--- src/rtl/irq_sched.sv ---
`default_nettype none
// ============================================================================
// Module      : irq_sched
// Description : Programmable interrupt controller / scheduler. Latches device
//               requests (edge or level per source), gates them with a global
//               enable and per-source mask into a registered HWInt vector, and
//               reports a "next to service" source ID (fixed or round-robin)
//               through a four-word register window on the peripheral bus.
// Revision    : 1.0 - initial release
// ----------------------------------------------------------------------------
// Ports:
//   clk        in   1     system clock, rising edge
//   reset      in   1     synchronous active-high reset, clears all state
//   i_sel      in   1     register-window select
//   i_addr     in   2     word offset (0 CTRL, 1 MASK, 2 MODE, 3 PEND)
//   i_we       in   1     write strobe, qualified by i_sel
//   i_wd       in   32    write data
//   o_rd       out  32    read data, combinational from state and i_addr
//   i_irq_src  in   NSRC  raw device interrupt lines
//   o_hw_int   out  NSRC  registered interrupt vector (bit i -> HWInt[i+2])
// ============================================================================
module irq_sched #(
  parameter int NSRC = 6
) (
  input  logic            clk,
  input  logic            reset,
  input  logic            i_sel,
  input  logic [1:0]      i_addr,
  input  logic            i_we,
  input  logic [31:0]     i_wd,
  output logic [31:0]     o_rd,
  input  logic [NSRC-1:0] i_irq_src,
  output logic [NSRC-1:0] o_hw_int
);

  localparam logic [1:0] C_ADDR_CTRL = 2'd0;
  localparam logic [1:0] C_ADDR_MASK = 2'd1;
  localparam logic [1:0] C_ADDR_MODE = 2'd2;
  localparam logic [1:0] C_ADDR_PEND = 2'd3;

  logic            r_gie;
  logic            r_rr;
  logic [NSRC-1:0] r_mask;
  logic [NSRC-1:0] r_mode;
  logic [NSRC-1:0] r_pend;
  logic [NSRC-1:0] r_src_q;
  logic [NSRC-1:0] r_hw_int;
  logic [2:0]      r_ptr;

  logic            w_wr;
  logic            w_w1c;
  logic [NSRC-1:0] w_rise;
  logic [NSRC-1:0] w_clr;
  logic [NSRC-1:0] w_pend_nxt;
  logic [NSRC-1:0] w_elig;
  logic [2:0]      w_start;
  logic [3:0]      w_scan;
  logic [2:0]      w_id;
  logic            w_id_vld;
  logic            w_adv;
  logic [2:0]      w_ptr_nxt;
  logic            w_unused;

  assign w_wr   = i_sel & i_we;
  assign w_w1c  = w_wr & (i_addr == C_ADDR_PEND);
  assign w_rise = i_irq_src & ~r_src_q;
  assign w_clr  = w_w1c ? i_wd[NSRC-1:0] : '0;

  // Edge sources: a new rising edge beats a same-cycle clear.
  // Level sources: pending simply mirrors the line, so W1C has no effect.
  assign w_pend_nxt = (r_mode & (w_rise | (r_pend & ~w_clr))) |
                      (~r_mode & i_irq_src);

  // ID selection ignores GIE so software can poll with interrupts disabled.
  assign w_elig  = r_pend & r_mask;
  assign w_start = r_rr ? r_ptr : 3'd0;

  // Circular scan starting at w_start; first eligible hit wins.
  always_comb begin
    w_id     = 3'd0;
    w_id_vld = 1'b0;
    w_scan   = 4'd0;
    for (int k = 0; k < NSRC; k++) begin
      w_scan = {1'b0, w_start} + 4'(k);
      if (w_scan >= 4'(NSRC)) begin
        w_scan = w_scan - 4'(NSRC);
      end
      if (!w_id_vld && w_elig[w_scan[2:0]]) begin
        w_id_vld = 1'b1;
        w_id     = w_scan[2:0];
      end
    end
  end

  // Round-robin pointer moves past the serviced source only when software
  // clears exactly the source the scheduler is currently presenting.
  assign w_adv     = r_rr & w_id_vld & w_clr[w_id];
  assign w_ptr_nxt = (w_id == 3'(NSRC-1)) ? 3'd0 : w_id + 3'd1;

  always_comb begin
    o_rd = 32'd0;
    case (i_addr)
      C_ADDR_CTRL: o_rd = {30'd0, r_rr, r_gie};
      C_ADDR_MASK: o_rd = {{(32-NSRC){1'b0}}, r_mask};
      C_ADDR_MODE: o_rd = {{(32-NSRC){1'b0}}, r_mode};
      default:     o_rd = {w_id_vld, 12'd0, w_id, {(16-NSRC){1'b0}}, r_pend};
    endcase
  end

  always_ff @(posedge clk) begin
    if (reset) begin
      r_gie    <= 1'b0;
      r_rr     <= 1'b0;
      r_mask   <= '0;
      r_mode   <= '0;
      r_pend   <= '0;
      r_src_q  <= '0;
      r_hw_int <= '0;
      r_ptr    <= 3'd0;
    end else begin
      r_src_q  <= i_irq_src;
      r_pend   <= w_pend_nxt;
      r_hw_int <= r_pend & r_mask & {NSRC{r_gie}};
      if (w_adv) begin
        r_ptr <= w_ptr_nxt;
      end
      if (w_wr) begin
        case (i_addr)
          C_ADDR_CTRL: begin
            r_gie <= i_wd[0];
            r_rr  <= i_wd[1];
          end
          C_ADDR_MASK: r_mask <= i_wd[NSRC-1:0];
          C_ADDR_MODE: r_mode <= i_wd[NSRC-1:0];
          default: ;
        endcase
      end
    end
  end

  assign o_hw_int = r_hw_int;

  // Upper write-data bits have no storage behind them.
  assign w_unused = ^i_wd[31:NSRC];

endmodule
`default_nettype wire

--- config.mk ---
export PLATFORM = sky130hd
export DESIGN_NAME = irq_sched
export DESIGN_NICKNAME = d
export VERILOG_FILES = /design/src/rtl/irq_sched.sv
export SDC_FILE = /design/constraint.sdc
export NUM_CORES = 1
export LEC_CHECK = 0
export BUFFER_PORTS_ARGS = -buffer_cell sky130_fd_sc_hd__buf_4
export CORE_MARGIN = 1
export CORE_UTILIZATION = 40
export CTS_BUF_LIST = sky130_fd_sc_hd__clkbuf_4 sky130_fd_sc_hd__clkbuf_8
export CTS_CLUSTER_DIAMETER = 40
export DETAILED_ROUTE_END_ITERATION = 7
export GPL_ROUTABILITY_DRIVEN = 0
export PLACE_DENSITY_LB_ADDON = 0.05
export SYNTH_ARGS = -nofsm -noshare
export SYNTH_HDL_FRONTEND = slang
export SYNTH_SLANG_ARGS = --single-unit
--- constraint.sdc ---
create_clock -name clk -period 3.53 [get_ports clk]
set_input_delay 0.5295 -clock clk [delete_from_list [all_inputs] [get_ports clk]]
set_output_delay 0.5295 -clock clk [all_outputs]
set_load 0.05 [all_outputs]
=== Word level (Yosys, flattened, before mapping) ===
Cells that the tools add are included.

* Shift-type cells: 0
* Bitwise operators: 15
* Multiplexer cells: 36
* Magnitude comparators: 13
* Reduce and logical (&&, ||, !) cells: 14
* Div/mod/pow operators: 0
* Equality and inequality tests: 4
* Add/subtract/negate cells: 12
* Multipliers: 0

{| class="wikitable"
|+ Operators with widths
! cell !! number
|-
| $pmux W32 S3 || 1
|-
| $mux W3 || 14
|-
| $and A6 B6 Y6 || 6
|-
| $lt A3 B4 Y1 const B || 7
|-
| $bmux W1 S3 || 7
|-
| $ge A4 B3 Y1 const B || 5
|-
| $not A6 Y6 || 3
|-
| $sub A3 B3 Y3 const B || 6
|-
| $mux W1 || 13
|-
| $or A6 B6 Y6 || 2
|-
| $add A3 B2 Y4 const B || 2
|-
| $add A3 B3 Y4 const B || 2
|-
| $mux W6 || 1
|-
| $reduce_and A2 Y1 || 3
|-
| $logic_and A1 B1 Y1 || 5
|-
| $logic_not A1 Y1 || 5
|-
| $add A3 B1 Y4 const B || 1
|-
| $and A1 B1 Y1 || 4
|-
| $eq A2 B2 Y1 const B || 2
|-
| $add A3 B1 Y3 const B || 1
|-
| $eq A3 B3 Y1 const B || 1
|-
| $ge A3 B3 Y1 const B || 1
|-
| $eq A2 B1 Y1 const B || 1
|-
| $logic_not A2 Y1 || 1
|}

* Bits of input ports: 44
* Word-level logic and storage cells: 102
* Memory bits (writable): 0
* Bits in read-only memories: 0
* Flip-flop bits (word level): 35
* Memories: 0
* Output and inout bits: 38
* Bits in latches: 0

=== Longest topological paths before layout ===
* Word-level depth: 24
* Mapped depth: 17
* Depth with buffers taken out: 13

=== Worst setup path after synthesis ===
Ideal clock, no wire load.

* Path kind: register to output
* Start: register r_ptr[0]
* End: output o_rd[17]
* Cell stages (with the launch flop): 15
* Slack: -0.697 ns
* Arrival: 3.697 ns
* Cell sequence: dfxtp_1 buf_6 and2_4 buf_12 buf_2 ha_1 buf_2 a21boi_0 or2_2 a221oi_1 or4_1 a21oi_1 nor2_1 a311oi_2 nor2b_1

* Longest elaborated chain between the ends: 22

{| class="wikitable"
|+ RTL lines
! what !! RTL line !! RTL
|-
| start, declared || 48 || <nowiki>logic [2:0] r_ptr;</nowiki>
|-
| start signal, assigned || 125 || <nowiki>r_ptr <= w_ptr_nxt;</nowiki>
|-
| $mux W3 (*) || 76 || <nowiki>assign w_start = r_rr ? r_ptr : 3'd0;</nowiki>
|-
| branches (longest 19 deep; another with $add A3 B1 Y4) || -- ||
|-
| $mux W3 (*) || 88 || <nowiki>if (!w_id_vld && w_elig[w_scan[2:0]]) begin</nowiki>
|-
| $pmux W32 S3 (*) || 102 || <nowiki>case (i_addr)</nowiki>
|-
| end, declared || 31 || <nowiki>output logic [31:0] o_rd,</nowiki>
|}

Every way passes the cells marked *. The select of a mux whose other input is x is not followed.

=== Final worst setup path ===
* Start: register r_rr
* End: output o_rd[17]

* Longest elaborated chain between the ends: 22

{| class="wikitable"
|+ RTL lines
! what !! RTL line !! RTL
|-
| start, declared || 42 || <nowiki>logic r_rr;</nowiki>
|-
| start signal, assigned || 131 || <nowiki>r_rr <= i_wd[1];</nowiki>
|-
| $mux W3 (*) || 76 ||
|-
| branches (longest 19 deep; another with $add A3 B1 Y4) || -- ||
|-
| $mux W3 (*) || 88 ||
|-
| $pmux W32 S3 (*) || 102 ||
|}

Marked as above.

==> metrics.md <==
| Metric | Value |
|---|---|
| Synthesized cell area | `0.00278 mm2` |
| Post-synth top cells | `nand2_1 (47), nor2_1 (37), dfxtp_1 (35), a21oi_1 (22), buf_4 (22)` |
| Max VDD drop | `0.000181 V` |
| DR vias/cell | `5.59` |
| Crit-path cells | `and2_4, buf_12, inv_6, ha_4, buf_4, buf_4, a31oi_1, or4_4, a21oi_4, nor3_2, a311oi_2, nor2b_4, buf_6` |
| Slew Limit Headroom | `65.8%` |
| Avg Inst Size Synth | `about 7.9 um2` |
| Worst reg2reg setup slack | `-0.19 ns` |
| CP max-delay cell | `or4_4` |
| Slew Viols, Final | `0` |
| Final ANT Viol Nets | `0` |
| Number of global-route vias before repair | `between 2k and 3k` |
| HPWL Detailed | `a little over 6000 um` |
| Initial antenna violation count | `0` |
| Largest cells by area after synthesis | `dfxtp_1 (25%), nand2_1 (6.3%), buf_4 (5.9%)` |
| Final Non-Filler Cells | `around 520` |
| Die area | `approximately 0.0073 mm2` |
| Design Area, Final | `just over 0.004 mm2` |
| Area grow syn2layout | `44.4%` |
| IO Pins | `between 80 and 90` |
| Max incr delay on CP | `0.57 ns` |
| Root buffer cell | `clkbuf_8` |
| RSZ-0062 raised after global routing | `true` |
| #FFs+latches synth | `35` |
| Critical Path AT | `around 3.2 ns` |
| Clk slew on worst S/H paths | `0.08 ns` |
| Max Used Layer | `met4` |
| CTS tree | `yes` |
| Wire length per cell | `around 16 um` |
| Initial Utilization | `around 41%` |
| DIE HEIGHT | `roughly 85 um` |
| Share of cells above drive strength 1 | `between 40% and 50%` |
| Ys Warns | `0` |
| Clock sink count | `35` |
| Worst-path maximum fanout | `10` |
| DP Cell Count | `approximately 500` |
| Final WS setup | `-0.219 ns` |
| Met1 wire length | `between 3000 and 4000 um` |
| Dpl cell area | `between 0.003 and 0.004 mm2` |
| Status | `complete, but fails checks` |
| First-pass GRT wire length | `between 10000 and 15000 um` |
| Post-synth top area cell | `dfxtp_1` |
| Leak Pwr | `around 1.7 nW` |
| Num CTS Buffers | `5` |
| Netlist cell types | `66` |
| FILL cells | `approximately 600` |
| Register area | `a little over 700 um2` |
| Async S/R FF share, synth | `0%` |
| Cell mode on critical path | `buf_4` |
| Syn Inst Count | `between 300 and 400` |
| Clk_lat worst skew | `around 0.30 ns` |
| Post-synthesis sequential area ratio | `25.2%` |
| DR pass1 iterations | `4` |
| Post-synth EDFFs | `0` |
| CP Capture Type | `output port` |
| Setup Crit Path Kind | `reg -> out` |
| Largest net degree at the start of global routing | `34` |
| Nets | `about 490` |
| Hold WC Path Type | `reg -> reg` |
| Violated checks | `negative setup slack` |
| Top delay family on crit path | `simple AND/OR/NAND/NOR gates` |
| Total core area | `0.00676 mm2` |
| Clock tree buffer depth | `2` |
| Max Cap Violations | `0` |
| Min cycle time layout | `approximately 3.7 ns` |
| Multi-input gate area | `about 0.0023 mm2` |
| Buffers plus inverters on the worst setup path | `5` |
| Most numerous cell in the Yosys netlist | `nand2_1` |
| GR Util All Layers | `23.2%` |
| Main synth FF type | `dfxtp_1` |
| Via count | `around 2.9k` |
| CP required | `about 3.0 ns` |
| Slew @ Worst Pin | `0.511 ns` |
| CTS Hold Buffers Added | `0` |
| Startpoint types | `register` |
| Number of port buffers | `33` |
| Routed wire length | `approximately 8400 um` |
| DRC | `0` |
| Total gr overflow | `0` |
| Clk_skew | `0.0182 ns` |
| Final Cycle Share | `106%` |
| FP Rows | `30` |
| Die width | `85.4 um` |
| Final core occ | `about three fifths` |
| # diodes | `0` |
| Fmax | `267 MHz` |
| Area fraction of the dominant cell type after synthesis | `25.2%` |
| Iteration-0 DRC Markers | `roughly 180` |
| Routed wl met2 | `roughly 4200 um` |
| Final Hold Viols | `0` |
| CTS H-tree lvls | `2` |
| Setup violators final | `7` |
| PwrDens | `238 mW/mm2` |
| Met3 Routed Length | `roughly 420 um` |
[cells in the final DEF, fill, tap and decap left out, drive strengths merged, types with 6 or more instances in the layout]
cell	n
buf	97
inv	9
and3	7
nand3	16
nor2	37
nand2	47
nor2b	10
conb	22
dfxtp	35
ha	7
a22o	12
nor3	6
a21oi	23
o211ai	6
mux2i	15
[logic make-up (layout without fill, tap and decap cells)]
kind of cell	count (synthesis)	in the layout	synth area share (%)
AO/OA/AOI/OAI	89	89	24.2
XOR/XNOR	3	3	0.944
adder cells (fa/ha/maj)	7	7	3.15
buffers and inverters	48	113	10.9
flip-flops	35	35	25.2
multiplexers	23	23	9.84
other	1	22	0.135
AND/OR/NAND/NOR	147	147	25.6
[stage by stage]
| step | TNS [ns] | hold WS (ns) | worst slack (ns) | power, mW |
|---|---|---|---|---|
| 2_1_floorplan | -0.394 | 0.446 | -0.152 | 0.551 |
| 3_3_place_gp | -0.242 | 0.456 | -0.103 | 0.570 |
| 3_5_place_dp | -0.219 | 0.464 | -0.0929 | 0.571 |
| 4_1_cts | -0.592 | 0.474 | -0.132 | 0.959 |
| 5_1_grt | -1.56 | 0.494 | -0.321 | 0.984 |
| 6_report | -0.867 | 0.467 | -0.219 | 0.958 |
[power breakdown]
group / leakage, nW / internal (mW) / total [mW] / switching (mW)
logic: 1.37 / 0.0483 / 0.158 / 0.110
clock network: 0.0587 / 0.214 / 0.387 / 0.173
registers: 0.288 / 0.405 / 0.413 / 0.00781
[flip-flops by register name (all words and copies together) (netlist names)]
name and count:
o_hw_int 6, r_mask 6, r_mode 6, r_pend 6
r_src_q 6, r_ptr 3, r_gie 1, r_rr 1
[metal layers]
layer / track usage, % / vias to the layer above
met5: 0 / -
met4: 8.18 / 0
met3: 4.38 / 14
met2: 39.5 / 88
met1: 29.4 / 1388
li1: - / 1412
[path summary, 6_finish.rpt]
path | startpoint | endpoint | depth (start not counted)
max | r_rr | o_rd[17] | 13
max reg2reg | r_rr | r_ptr[2] | 17
min reg2reg | r_src_q[0] | r_pend[0] | 2
min | r_src_q[0] | r_pend[0] | 2
[cell type report]
| cell class | count | share of cell area [%] |
|---|---|---|
| well taps | 80 | 2.49 |
| repair buffers | 97 | 19.9 |
| clock inverters | 3 | 1.18 |
| clock buffers | 5 | 1.71 |
| flip-flops and latches | 35 | 17.6 |
| inverters | 8 | 0.934 |
| multi-input cells | 291 | 56.2 |
[what timing repair did]
action / 4_1_cts / 5_1_grt
resized for setup: 29 / 43
setup buffers: 10 / 6
endpoints found under the setup margin: 6 / 7
pin swaps: 16 / 15
[worst min-delay path, cell delays in order, from the launching register on]
cell and delay [ns]:
dfxtp_1 0.30, nand2_1 0.05, a21o_1 0.10
No activity file was read; power rests on OpenSTA's default activity.
